==> config.mk <==
export PLATFORM = sky130hd
export DESIGN_NAME = alu_stage
export DESIGN_NICKNAME = d
export VERILOG_FILES = /design/src/rtl/alu_stage.sv
export SDC_FILE = /design/constraint.sdc
export NUM_CORES = 1
export LEC_CHECK = 0
export ABC_AREA = 1
export CAP_MARGIN = 5
export CORE_MARGIN = 1.5
export CORE_UTILIZATION = 55
export CTS_CLUSTER_DIAMETER = 80
export DETAILED_ROUTE_END_ITERATION = 12
export GPL_TIMING_DRIVEN = 0
export PLACE_DENSITY_LB_ADDON = 0.08
export SETUP_SLACK_MARGIN = 0.4
export SLEW_MARGIN = 20
export SYNTH_ARGS = -nofsm -noshare
export SYNTH_HDL_FRONTEND = slang
export SYNTH_SLANG_ARGS = --single-unit
==> constraint.sdc <==
create_clock -name clk_2 -period 9.51 [get_ports clk_2]
set_clock_uncertainty 0.05 [all_clocks]
set_input_delay 2.3775 -clock clk_2 [delete_from_list [all_inputs] [get_ports clk_2]]
set_output_delay 2.3775 -clock clk_2 [all_outputs]
set_load 0.005 [all_outputs]
==> src/rtl/alu_stage.sv <==
// -----------------------------------------------------------------------------
// alu_stage
//   Multi-cycle 6502-style ALU stage. It accepts one operation, computes the
//   result and the new processor status P, and produces one write cycle
//   carrying register-file and P write strobes.
//
//   FSM: IDLE -> EXEC -> (BCD_ADJ) -> WRITE -> IDLE.
//   - Binary ops take IDLE/EXEC/WRITE, so one op per 3 cycles.
//   - Decimal ADC/SBC insert BCD_ADJ, which applies the nibble corrections.
//   - Illegal op codes return EXEC -> IDLE and pulse op_error.
//
// Ports
//   clk_2              : sole clock, rising edge
//   rst                : asynchronous, active-low reset
//   op_valid/op_ready  : request handshake (op_ready high only in IDLE)
//   op_code[3:0]       : 0 ADC 1 SBC 2 AND 3 ORA 4 EOR 5 ASL 6 LSR 7 ROL
//                        8 ROR 9 INC A DEC B CMP C BIT D TRANSFER, E-F illegal
//   a_in, b_in[7:0]    : operands (shifts, INC, DEC, TRANSFER use a_in)
//   dest_sel[1:0]      : 0 A, 1 X, 2 Y, 3 SP
//   status_in[7:0]     : current P (N7 V6 D3 Z1 C0)
//   data_out[7:0]      : registered result, held between writes
//   data_status[7:0]   : registered new P, held between writes
//   *_con              : one-hot write strobes, high only in WRITE
//   op_error           : one-cycle pulse during EXEC for an illegal op code
// -----------------------------------------------------------------------------
module alu_stage #(
  parameter logic BCD_EN = 1'b1
) (
  input  logic       clk_2,
  input  logic       rst,
  input  logic       op_valid,
  input  logic [3:0] op_code,
  input  logic [7:0] a_in,
  input  logic [7:0] b_in,
  input  logic [1:0] dest_sel,
  input  logic [7:0] status_in,
  output logic       op_ready,
  output logic [7:0] data_out,
  output logic [7:0] data_status,
  output logic       accumulator_con,
  output logic       x_con,
  output logic       y_con,
  output logic       stack_pointer_con,
  output logic       status_con,
  output logic       op_error
);

  typedef enum logic [1:0] {
    IDLE    = 2'd0,
    EXEC    = 2'd1,
    BCD_ADJ = 2'd2,
    WRITE   = 2'd3
  } state_t;

  localparam logic [3:0] OP_ADC = 4'h0;
  localparam logic [3:0] OP_SBC = 4'h1;
  localparam logic [3:0] OP_AND = 4'h2;
  localparam logic [3:0] OP_ORA = 4'h3;
  localparam logic [3:0] OP_EOR = 4'h4;
  localparam logic [3:0] OP_ASL = 4'h5;
  localparam logic [3:0] OP_LSR = 4'h6;
  localparam logic [3:0] OP_ROL = 4'h7;
  localparam logic [3:0] OP_ROR = 4'h8;
  localparam logic [3:0] OP_INC = 4'h9;
  localparam logic [3:0] OP_DEC = 4'hA;
  localparam logic [3:0] OP_CMP = 4'hB;
  localparam logic [3:0] OP_BIT = 4'hC;
  localparam logic [3:0] OP_TRF = 4'hD;

  localparam int P_N = 7;
  localparam int P_V = 6;
  localparam int P_D = 3;
  localparam int P_Z = 1;
  localparam int P_C = 0;

  // Control and latched operands
  state_t     state_q, state_d;
  logic       run_q,   run_d;
  logic [3:0] op_q,    op_d;
  logic [7:0] a_q,     a_d;
  logic [7:0] b_q,     b_d;
  logic [1:0] dest_q,  dest_d;
  logic [7:0] p_q,     p_d;

  // Binary ADC/SBC results carried from EXEC into BCD_ADJ
  logic [7:0] bin_q,   bin_d;
  logic       bin_c_q, bin_c_d;
  logic       half_q,  half_d;
  logic       v_q,     v_d;

  // Registered outputs
  logic [7:0] data_out_q,    data_out_d;
  logic [7:0] data_status_q, data_status_d;

  // Decoded properties of the latched op
  logic is_illegal, is_arith, writes_data, writes_status;

  assign is_illegal    = (op_q == 4'hE) || (op_q == 4'hF);
  assign is_arith      = (op_q == OP_ADC) || (op_q == OP_SBC);
  assign writes_data   = !is_illegal && (op_q != OP_CMP) && (op_q != OP_BIT);
  // A transfer into SP is a plain register move (TXS) and leaves P alone.
  assign writes_status = !is_illegal && !((op_q == OP_TRF) && (dest_q == 2'd3));

  // ---------------------------------------------------------------------------
  // Binary ALU on the latched operands
  // ---------------------------------------------------------------------------
  logic [7:0] b_eff;
  logic [8:0] sum9;
  logic       half;
  logic       v_bin;
  logic [7:0] res;
  logic [7:0] new_p;

  // NOTE: every always_comb output gets a default on entry so no path leaves
  // it unassigned; otherwise synthesis infers a latch.
  always_comb begin
    b_eff = (op_q == OP_SBC) ? ~b_q : b_q;
    sum9  = {1'b0, a_q} + {1'b0, b_eff} + {8'b0, p_q[P_C]};
    // Carry out of the low nibble; for SBC its absence is a nibble borrow.
    half  = ({1'b0, a_q[3:0]} + {1'b0, b_eff[3:0]} + {4'b0, p_q[P_C]}) > 5'd15;
    // Overflow: operands agree in sign and the result does not.
    v_bin = (a_q[7] == b_eff[7]) && (a_q[7] != sum9[7]);
    res   = 8'h00;
    new_p = p_q;

    unique case (op_q)
      OP_ADC, OP_SBC: begin
        res        = sum9[7:0];
        new_p[P_V] = v_bin;
        new_p[P_C] = sum9[8];
      end
      OP_AND: res = a_q & b_q;
      OP_ORA: res = a_q | b_q;
      OP_EOR: res = a_q ^ b_q;
      OP_ASL: begin
        res        = {a_q[6:0], 1'b0};
        new_p[P_C] = a_q[7];
      end
      OP_LSR: begin
        res        = {1'b0, a_q[7:1]};
        new_p[P_C] = a_q[0];
      end
      OP_ROL: begin
        res        = {a_q[6:0], p_q[P_C]};
        new_p[P_C] = a_q[7];
      end
      OP_ROR: begin
        res        = {p_q[P_C], a_q[7:1]};
        new_p[P_C] = a_q[0];
      end
      OP_INC: res = a_q + 8'h01;
      OP_DEC: res = a_q - 8'h01;
      OP_CMP: begin
        res        = a_q - b_q;
        new_p[P_C] = (a_q >= b_q);
      end
      OP_TRF: res = a_q;
      default: res = 8'h00;
    endcase

    // N and Z follow the result for every op except BIT, which has its own.
    if (op_q == OP_BIT) begin
      new_p[P_N] = b_q[7];
      new_p[P_V] = b_q[6];
      new_p[P_Z] = ((a_q & b_q) == 8'h00);
    end else begin
      new_p[P_N] = res[7];
      new_p[P_Z] = (res == 8'h00);
    end
  end

  // ---------------------------------------------------------------------------
  // Decimal correction of the stored binary ADC/SBC result
  // ---------------------------------------------------------------------------
  logic       low_adj, hi_adj, bcd_c;
  logic [8:0] s1;
  logic [7:0] bcd_res;
  logic [7:0] bcd_p;

  always_comb begin
    low_adj = 1'b0;
    hi_adj  = 1'b0;
    s1      = 9'h000;
    bcd_res = 8'h00;
    bcd_c   = 1'b0;
    if (op_q == OP_SBC) begin
      low_adj = !half_q;
      hi_adj  = !bin_c_q;
      bcd_res = bin_q - (low_adj ? 8'h06 : 8'h00) - (hi_adj ? 8'h60 : 8'h00);
      bcd_c   = bin_c_q;
    end else begin
      low_adj = half_q || (bin_q[3:0] > 4'd9);
      s1      = {bin_c_q, bin_q} + (low_adj ? 9'h006 : 9'h000);
      // High digit is judged after the low correction (99+01 -> 9A -> A0 -> 00).
      hi_adj  = s1[8] || (s1[7:4] > 4'd9);
      bcd_res = s1[7:0] + (hi_adj ? 8'h60 : 8'h00);
      bcd_c   = hi_adj;
    end
    bcd_p      = p_q;
    bcd_p[P_N] = bcd_res[7];
    bcd_p[P_V] = v_q;
    bcd_p[P_Z] = (bcd_res == 8'h00);
    bcd_p[P_C] = bcd_c;
  end

  // ---------------------------------------------------------------------------
  // Next-state logic
  // ---------------------------------------------------------------------------
  always_comb begin
    state_d       = state_q;
    run_d         = 1'b1;
    op_d          = op_q;
    a_d           = a_q;
    b_d           = b_q;
    dest_d        = dest_q;
    p_d           = p_q;
    bin_d         = bin_q;
    bin_c_d       = bin_c_q;
    half_d        = half_q;
    v_d           = v_q;
    data_out_d    = data_out_q;
    data_status_d = data_status_q;

    unique case (state_q)
      IDLE: begin
        if (op_valid && op_ready) begin
          op_d    = op_code;
          a_d     = a_in;
          b_d     = b_in;
          dest_d  = dest_sel;
          p_d     = status_in;
          state_d = EXEC;
        end
      end
      EXEC: begin
        if (is_illegal) begin
          state_d = IDLE;
        end else if (BCD_EN && is_arith && p_q[P_D]) begin
          bin_d   = sum9[7:0];
          bin_c_d = sum9[8];
          half_d  = half;
          v_d     = v_bin;
          state_d = BCD_ADJ;
        end else begin
          if (writes_data)   data_out_d    = res;
          if (writes_status) data_status_d = new_p;
          state_d = WRITE;
        end
      end
      BCD_ADJ: begin
        data_out_d    = bcd_res;
        data_status_d = bcd_p;
        state_d       = WRITE;
      end
      WRITE:   state_d = IDLE;
      default: state_d = IDLE;
    endcase
  end

  // ---------------------------------------------------------------------------
  // State registers
  // ---------------------------------------------------------------------------
  // NOTE: sequential state uses non-blocking assignments so every flop samples
  // the pre-edge values, independent of statement order.
  // NOTE: every flop, including the operand latches, is reset; they are a few
  // registers rather than a memory array, and a known value keeps
  // post-reset behaviour deterministic.
  always_ff @(posedge clk_2 or negedge rst) begin
    if (!rst) begin
      state_q       <= IDLE;
      run_q         <= 1'b0;
      op_q          <= 4'h0;
      a_q           <= 8'h00;
      b_q           <= 8'h00;
      dest_q        <= 2'd0;
      p_q           <= 8'h00;
      bin_q         <= 8'h00;
      bin_c_q       <= 1'b0;
      half_q        <= 1'b0;
      v_q           <= 1'b0;
      data_out_q    <= 8'h00;
      data_status_q <= 8'h00;
    end else begin
      state_q       <= state_d;
      run_q         <= run_d;
      op_q          <= op_d;
      a_q           <= a_d;
      b_q           <= b_d;
      dest_q        <= dest_d;
      p_q           <= p_d;
      bin_q         <= bin_d;
      bin_c_q       <= bin_c_d;
      half_q        <= half_d;
      v_q           <= v_d;
      data_out_q    <= data_out_d;
      data_status_q <= data_status_d;
    end
  end

  // ---------------------------------------------------------------------------
  // Outputs (decoded from registered state only)
  // ---------------------------------------------------------------------------
  logic in_write;
  assign in_write = (state_q == WRITE);

  // run_q holds op_ready low through reset and rises on the first edge after
  // release.
  assign op_ready          = (state_q == IDLE) && run_q;
  assign op_error          = (state_q == EXEC) && is_illegal;
  assign data_out          = data_out_q;
  assign data_status       = data_status_q;
  assign accumulator_con   = in_write && writes_data && (dest_q == 2'd0);
  assign x_con             = in_write && writes_data && (dest_q == 2'd1);
  assign y_con             = in_write && writes_data && (dest_q == 2'd2);
  assign stack_pointer_con = in_write && writes_data && (dest_q == 2'd3);
  assign status_con        = in_write && writes_status;

endmodule

* After elaboration in Yosys (flattened, before gate mapping)
Cells that the tools add are included.
Widths: inputs -> output; s select.
** Cells by class
- Add/subtract/negate cells :: 11
- Order comparisons :: 4
- Eq/ne operators :: 30
- Muxes and demuxes :: 25
- Bitwise gates (word level) :: 5
- Reductions and logical operators :: 35
** Operators with widths (count)
- $pmux 8 s12 :: 1
- $mux 8 :: 8
- $eq 4x4->1 const B :: 8
- $pmux 8 s2 :: 2
- $logic_not 8->1 :: 3
- $eq 4x3->1 const B :: 4
- $logic_and 1x1->1 :: 15
- $mux 7 :: 2
- $ne 2x2->1 const B :: 5
- $add 8x8->9 :: 1
- $add 9x1->9 :: 1
- $add 9x3->9 :: 1
- $add 8x1->8 const B :: 1
- $add 8x7->8 :: 1
- $and 8x8->8 :: 1
- $eq 2x2->1 const B :: 4
- $eq 4x2->1 const B :: 2
- $ge 8x8->1 :: 1
- $gt 4x4->1 const B :: 2
- $ne 4x4->1 const B :: 2
- $not 8->8 :: 1
- $or 8x8->8 :: 1
- $pmux 2 s4 :: 1
- $reduce_and 4->1 :: 2
- 25 further kinds :: 40
** Storage, ports and cells
- Register bits after elaboration :: 59
- Bits of input ports :: 33
- Output and inout port bits :: 23
- Word-level logic and storage cells :: 123

* Longest topological paths before layout
- Word-level depth :: 12
- Gate-level depth with buffers :: 23

* Worst setup path after synthesis
No wires, ideal clock.
- Path type :: register to register
- From :: register bin_q[1]
- To :: register data_status_q[1] (netlist: data_status[1])
- Library setup time :: 73 ps
- Arrival :: 3556 ps
- Path slack :: 5831 ps
- Stages on the path, launching flop included :: 24
- Cells stage by stage :: dfrtp_1 > inv_1 > ha_1 > nor2_1 > o21ai_0 > nand2_1 > ha_1 > fa_1 > nand2_1 > o21ai_0 > o21ai_0 > inv_1 > o21ai_0 > nand2_1 > ha_1 > fa_1 > or2_2 > o21ai_0 > nand4_1 > nor2_1 > nand3_1 > nand2_1 > inv_1 > a21oi_2
** Between the ends
- Word-level cells in the longest chain between the ends :: 11
- Elaborated cells on any way between the ends :: 13
- Classes of those cells :: add/sub: 4; order compare: 2; mux: 4; reduce/logical: 3
** RTL lines
- start, declared :: RTL line 86 : logic [7:0] bin_q, bin_d;
- start signal, assigned :: RTL line 291 : bin_q <= bin_d;
- $gt 4x4->1 :: RTL line 192 : low_adj = half_q || (bin_q[3:0] > 4'd9);
- $logic_or 1x1->1 :: RTL line 192
- $mux 3 :: RTL line 193 : s1 = {bin_c_q, bin_q} + (low_adj ? 9'h006 : 9'h000);
- $add 9x3->9 :: RTL line 193
- $gt 4x4->1 :: RTL line 195 : hi_adj = s1[8] || (s1[7:4] > 4'd9);
- $logic_or 1x1->1 :: RTL line 195
- $mux 7 :: RTL line 196 : bcd_res = s1[7:0] + (hi_adj ? 8'h60 : 8'h00);
- $add 8x7->8 :: RTL line 196
- $mux 8 * :: RTL line 186 : if (op_q == OP_SBC) begin
- $logic_not 8->1 * :: RTL line 202 : bcd_p[P_Z] = (bcd_res == 8'h00);
- $pmux 8 s2 * :: RTL line 224 : unique case (state_q)
- end signal, assigned :: RTL line 296 : data_status_q <= data_status_d;
- end, declared :: RTL line 93 : logic [7:0] data_status_q, data_status_d;
Mark *: on every way between the ends. The rest lies on a longest branch, timed or not.
A chain may end at the register's enable or synchronous reset.

* Final worst setup path
- From :: register op_q[2]
- To :: output y_con
** Between the ends
- Word-level cells in the longest chain between the ends :: 7
- Elaborated cells on any way between the ends :: 10
- Classes of those cells :: eq/ne: 4; reduce/logical: 6
** RTL lines
- start, declared :: RTL line 79 : logic [3:0] op_q, op_d;
- start signal, assigned :: RTL line 286 : op_q <= op_d;
- $eq 4x4->1 :: RTL line 98 : assign is_illegal = (op_q == 4'hE) || (op_q == 4'hF);
- $logic_or 1x1->1 :: RTL line 98
- $logic_not 1->1 :: RTL line 100 : assign writes_data = !is_illegal && (op_q != OP_CMP) && (op_q != OP_BIT);
- $logic_and 1x1->1 :: RTL line 100
- $logic_and 1x1->1 * :: RTL line 100
- $logic_and 1x1->1 * (2 in a row) :: RTL line 314 : assign y_con = in_write && writes_data && (dest_q == 2'd2);
- end, declared :: RTL line 42 : output logic y_con,
Marked as above.

==> reports/results.ini <==
[worst_setup_path]
reg2reg_to=data_status[1]
timing.critical_path.to_type=output port
start_kind=register
maximum_net_fanout_on_the_critical_path=9
ff2ff_setup_slack_ns=5.34
critPathRequiredTime_ns=7.08
setup.worst_path.class=register to output port
r2r.worst_path.cells=23
critical_path.reg2reg.startpoint=bin_q[1]
critical_path_arrival_ns=2.27

[timing]
rsz0062_at_grt=no
post-route-period-util_pct=49.4
achievable-frequency_ghz=0.213
final.setup.tns_ns=0
finalHoldViolCount=0
hold_slack_ns=0.439
fin_crit_ns=4.70
timing.max_slew.rel_slack_pct=46.8
report.final.setup_viol=0
tightest_slew_ns=0.795
report.final.slew_viol_count=0

[synthesis]
yosysTopAreaCell=sky130_fd_sc_hd__dfrtp_1
ys_seq_area_share_pct=28.8
ys.flop_type=sky130_fd_sc_hd__dfrtp_1
post_synth_instance_area_um2=5040
async_flop_share_pct=100
yosys_register_bits=58
synth_cell_types=37
post_synth_inst_count=739
synth_top_area_share_pct=28.8
synth_area_per_cell_um2=6.82
synth_edf_count=0
synth_most_common_cell=sky130_fd_sc_hd__nand2_1
netlist_top_cells_area=sky130_fd_sc_hd__dfrtp_1 (29%), sky130_fd_sc_hd__nand2_1 (15%), sky130_fd_sc_hd__ha_1 (13%)
synth.net_count=830
ys_top_cells_by_count=sky130_fd_sc_hd__nand2_1 (198), sky130_fd_sc_hd__inv_1 (95), sky130_fd_sc_hd__nor2_1 (93)
synthesis.yosys.warnings=0

[placement]
dp_hpwl_um=11600
placed_cells_incl_taps=901
place_congestion=1.01
count_of_buffers_from_port_buffering=53

[die]
fp-row-count=34
floorplan.die.width_um=98.7
die_y_um=98.7
io_pins=56
die_area_um2=9750
starting_density_of_the_core_pct=57.2
core_region_area_um2=8810

[global_routing]
globalRoute.totalOverflow=0
global_route.usage.total_pct=31.4
via_count_of_the_first_global_routing_pass=4949
maximum_number_of_pins_on_one_net_before_global_route_repair=45
initial_antenna_violation_count=0
grt_pass1_wl_um=24100

[drt]
drtIter0Drc=352
final_antenna_net_count=0
final_wl_um=14400
drt_pre_antenna_iters=7
avgRoutedWirePerCell_um=15.7
num_vias=5109
detail_route.vias_per_cell=5.58
drt_drc_violations_left=0

[worst_hold_path]
whs_path_depth=2
worst_hold_path_type=register to register
hold_end=data_status[3]
min_from=data_status[3]

[clocking]
clkSinkCount=58
h-tree-depth=3
worst_skew_pair.late_latency_ns=0.34
cts_post_setup_buffers_inserted=0
cts.reportedPaths.clkPinSlew_ns=0.07
post_cts_resize_count=0
cts_inserted_buffers=9
clock_tree_root_buffer_cell=sky130_fd_sc_hd__clkbuf_8
cts_tree=done
clockBufferDepth=2
hold_buffers=0

[final_layout]
syn2layout_area_growth_pct=16.9
antenna_cells_inserted=0
layout.nets=895
layout-drive-gt1-share_pct=5.45
layoutNonFillerInstCount=916

[pwr]
vdd.ir_drop.worst_v=0.000207
p_total_mw=2.24
static_leakage_nw=3.02
power_density_nw_per_um2=380

[run]
cap_violations=0

[status]
status=finished clean

## report_power, final
part | internal [mW] | switching, mW | total (mW)
Sequential | 0.359 | 0.146 | 0.505
Combinational | 0.573 | 0.960 | 1.53
Clock | 0.0910 | 0.107 | 0.198
Total | 1.02 | 1.21 | 2.24
## state kept, by name, indices dropped and copies added (netlist names), named ones only
| register | cells |
|---|---|
| bin_q | 8 |
| half_q | 1 |
| data_status | 8 |
| a_q | 8 |
| bin_c_q | 1 |
| run_q | 1 |
| v_q | 1 |
| data_out | 8 |
| dest_q | 2 |
| op_q | 4 |
| p_q | 6 |
| state_q | 1 |
| b_q | 8 |
## metal layers
layer  wire (um)  global-route usage (%)
met4         340                    10.3
met5           0                       0
met1        6680                    44.3
met2        6280                    48.9
met3        1110                    5.96
## layout by cell type (no fill, tap or decap), drive strengths merged, types with 2 or more instances in the layout
master	instances
nand2	203
nand3b	4
fa	6
a21oi	46
dfrtp	58
ha	52
o21bai	2
o211ai	8
or2	3
nor4	3
a31oi	4
nand3	58
o221ai	3
buf	6
clkinvlp	2
nor2	101
clkdlybuf4s50	52
nand4	12
xor2	16
o21ai	33
clkinv	4
nor3	6
clkbuf	16
xnor2	4
inv	99
## cell families (layout without fill, tap and decap cells)
| group | count (synthesis) | in the layout | synth area share, % |
|---|---|---|---|
| xor gates and xnor gates | 20 | 20 | 3.47 |
| AOI/OAI and AO/OA | 99 | 99 | 10.9 |
| other | 1 | 1 | 0.0744 |
| buffers and inverters | 110 | 179 | 8.39 |
| DFF | 58 | 58 | 28.8 |
| muxes | 1 | 1 | 0.223 |
| adders and majority gates | 58 | 58 | 15.3 |
| and+or+nand+nor | 392 | 392 | 32.8 |
## through the flow
step,utilization [%],setup slack [ns],instance area [um2]
after floorplan,-,5.83,5040
after global placement,64.8,4.15,5710
after detailed placement,65.1,5.23,5730
after CTS,66.9,4.86,5890
after global routing,66.9,4.66,5890
final,66.9,4.81,5890
## worst max-delay path, cell delays in order, from the launching register on
cell and delay (ns):
sky130_fd_sc_hd__dfrtp_1 0.42, sky130_fd_sc_hd__inv_1 0.16, sky130_fd_sc_hd__nand2_2 0.11, sky130_fd_sc_hd__nor2_2 0.42
sky130_fd_sc_hd__a21oi_1 0.13, sky130_fd_sc_hd__nand3_1 0.18, sky130_fd_sc_hd__nor3_1 0.07, sky130_fd_sc_hd__clkdlybuf4s50_1 0.45
## how the worst max path moves through the flow
| stage | from | end | cells past startpoint |
|---|---|---|---|
| after global placement | rst | p_q[4] | 1 |
| after CTS | op_q[2] | stack_pointer_con | 7 |
| after floorplan | bin_q[1] | data_status[1] | 23 |
| after global routing | op_q[2] | x_con | 7 |
| after detailed placement | op_q[2] | stack_pointer_con | 7 |
| final | op_q[2] | y_con | 7 |
## final cells by class
cell class / instances / area [um2]
Multi-Input combinational cell: 571 / 3170
Clock buffer: 9 / 124
Tap cell: 108 / 135
Buffer: 11 / 51.3
Clock inverter: 6 / 35.0
Inverter: 99 / 372
Fill cell: 793 / 2920
Timing Repair Buffer: 54 / 556
Sequential cell: 58 / 1450
Power figures use the tool's default switching activity.
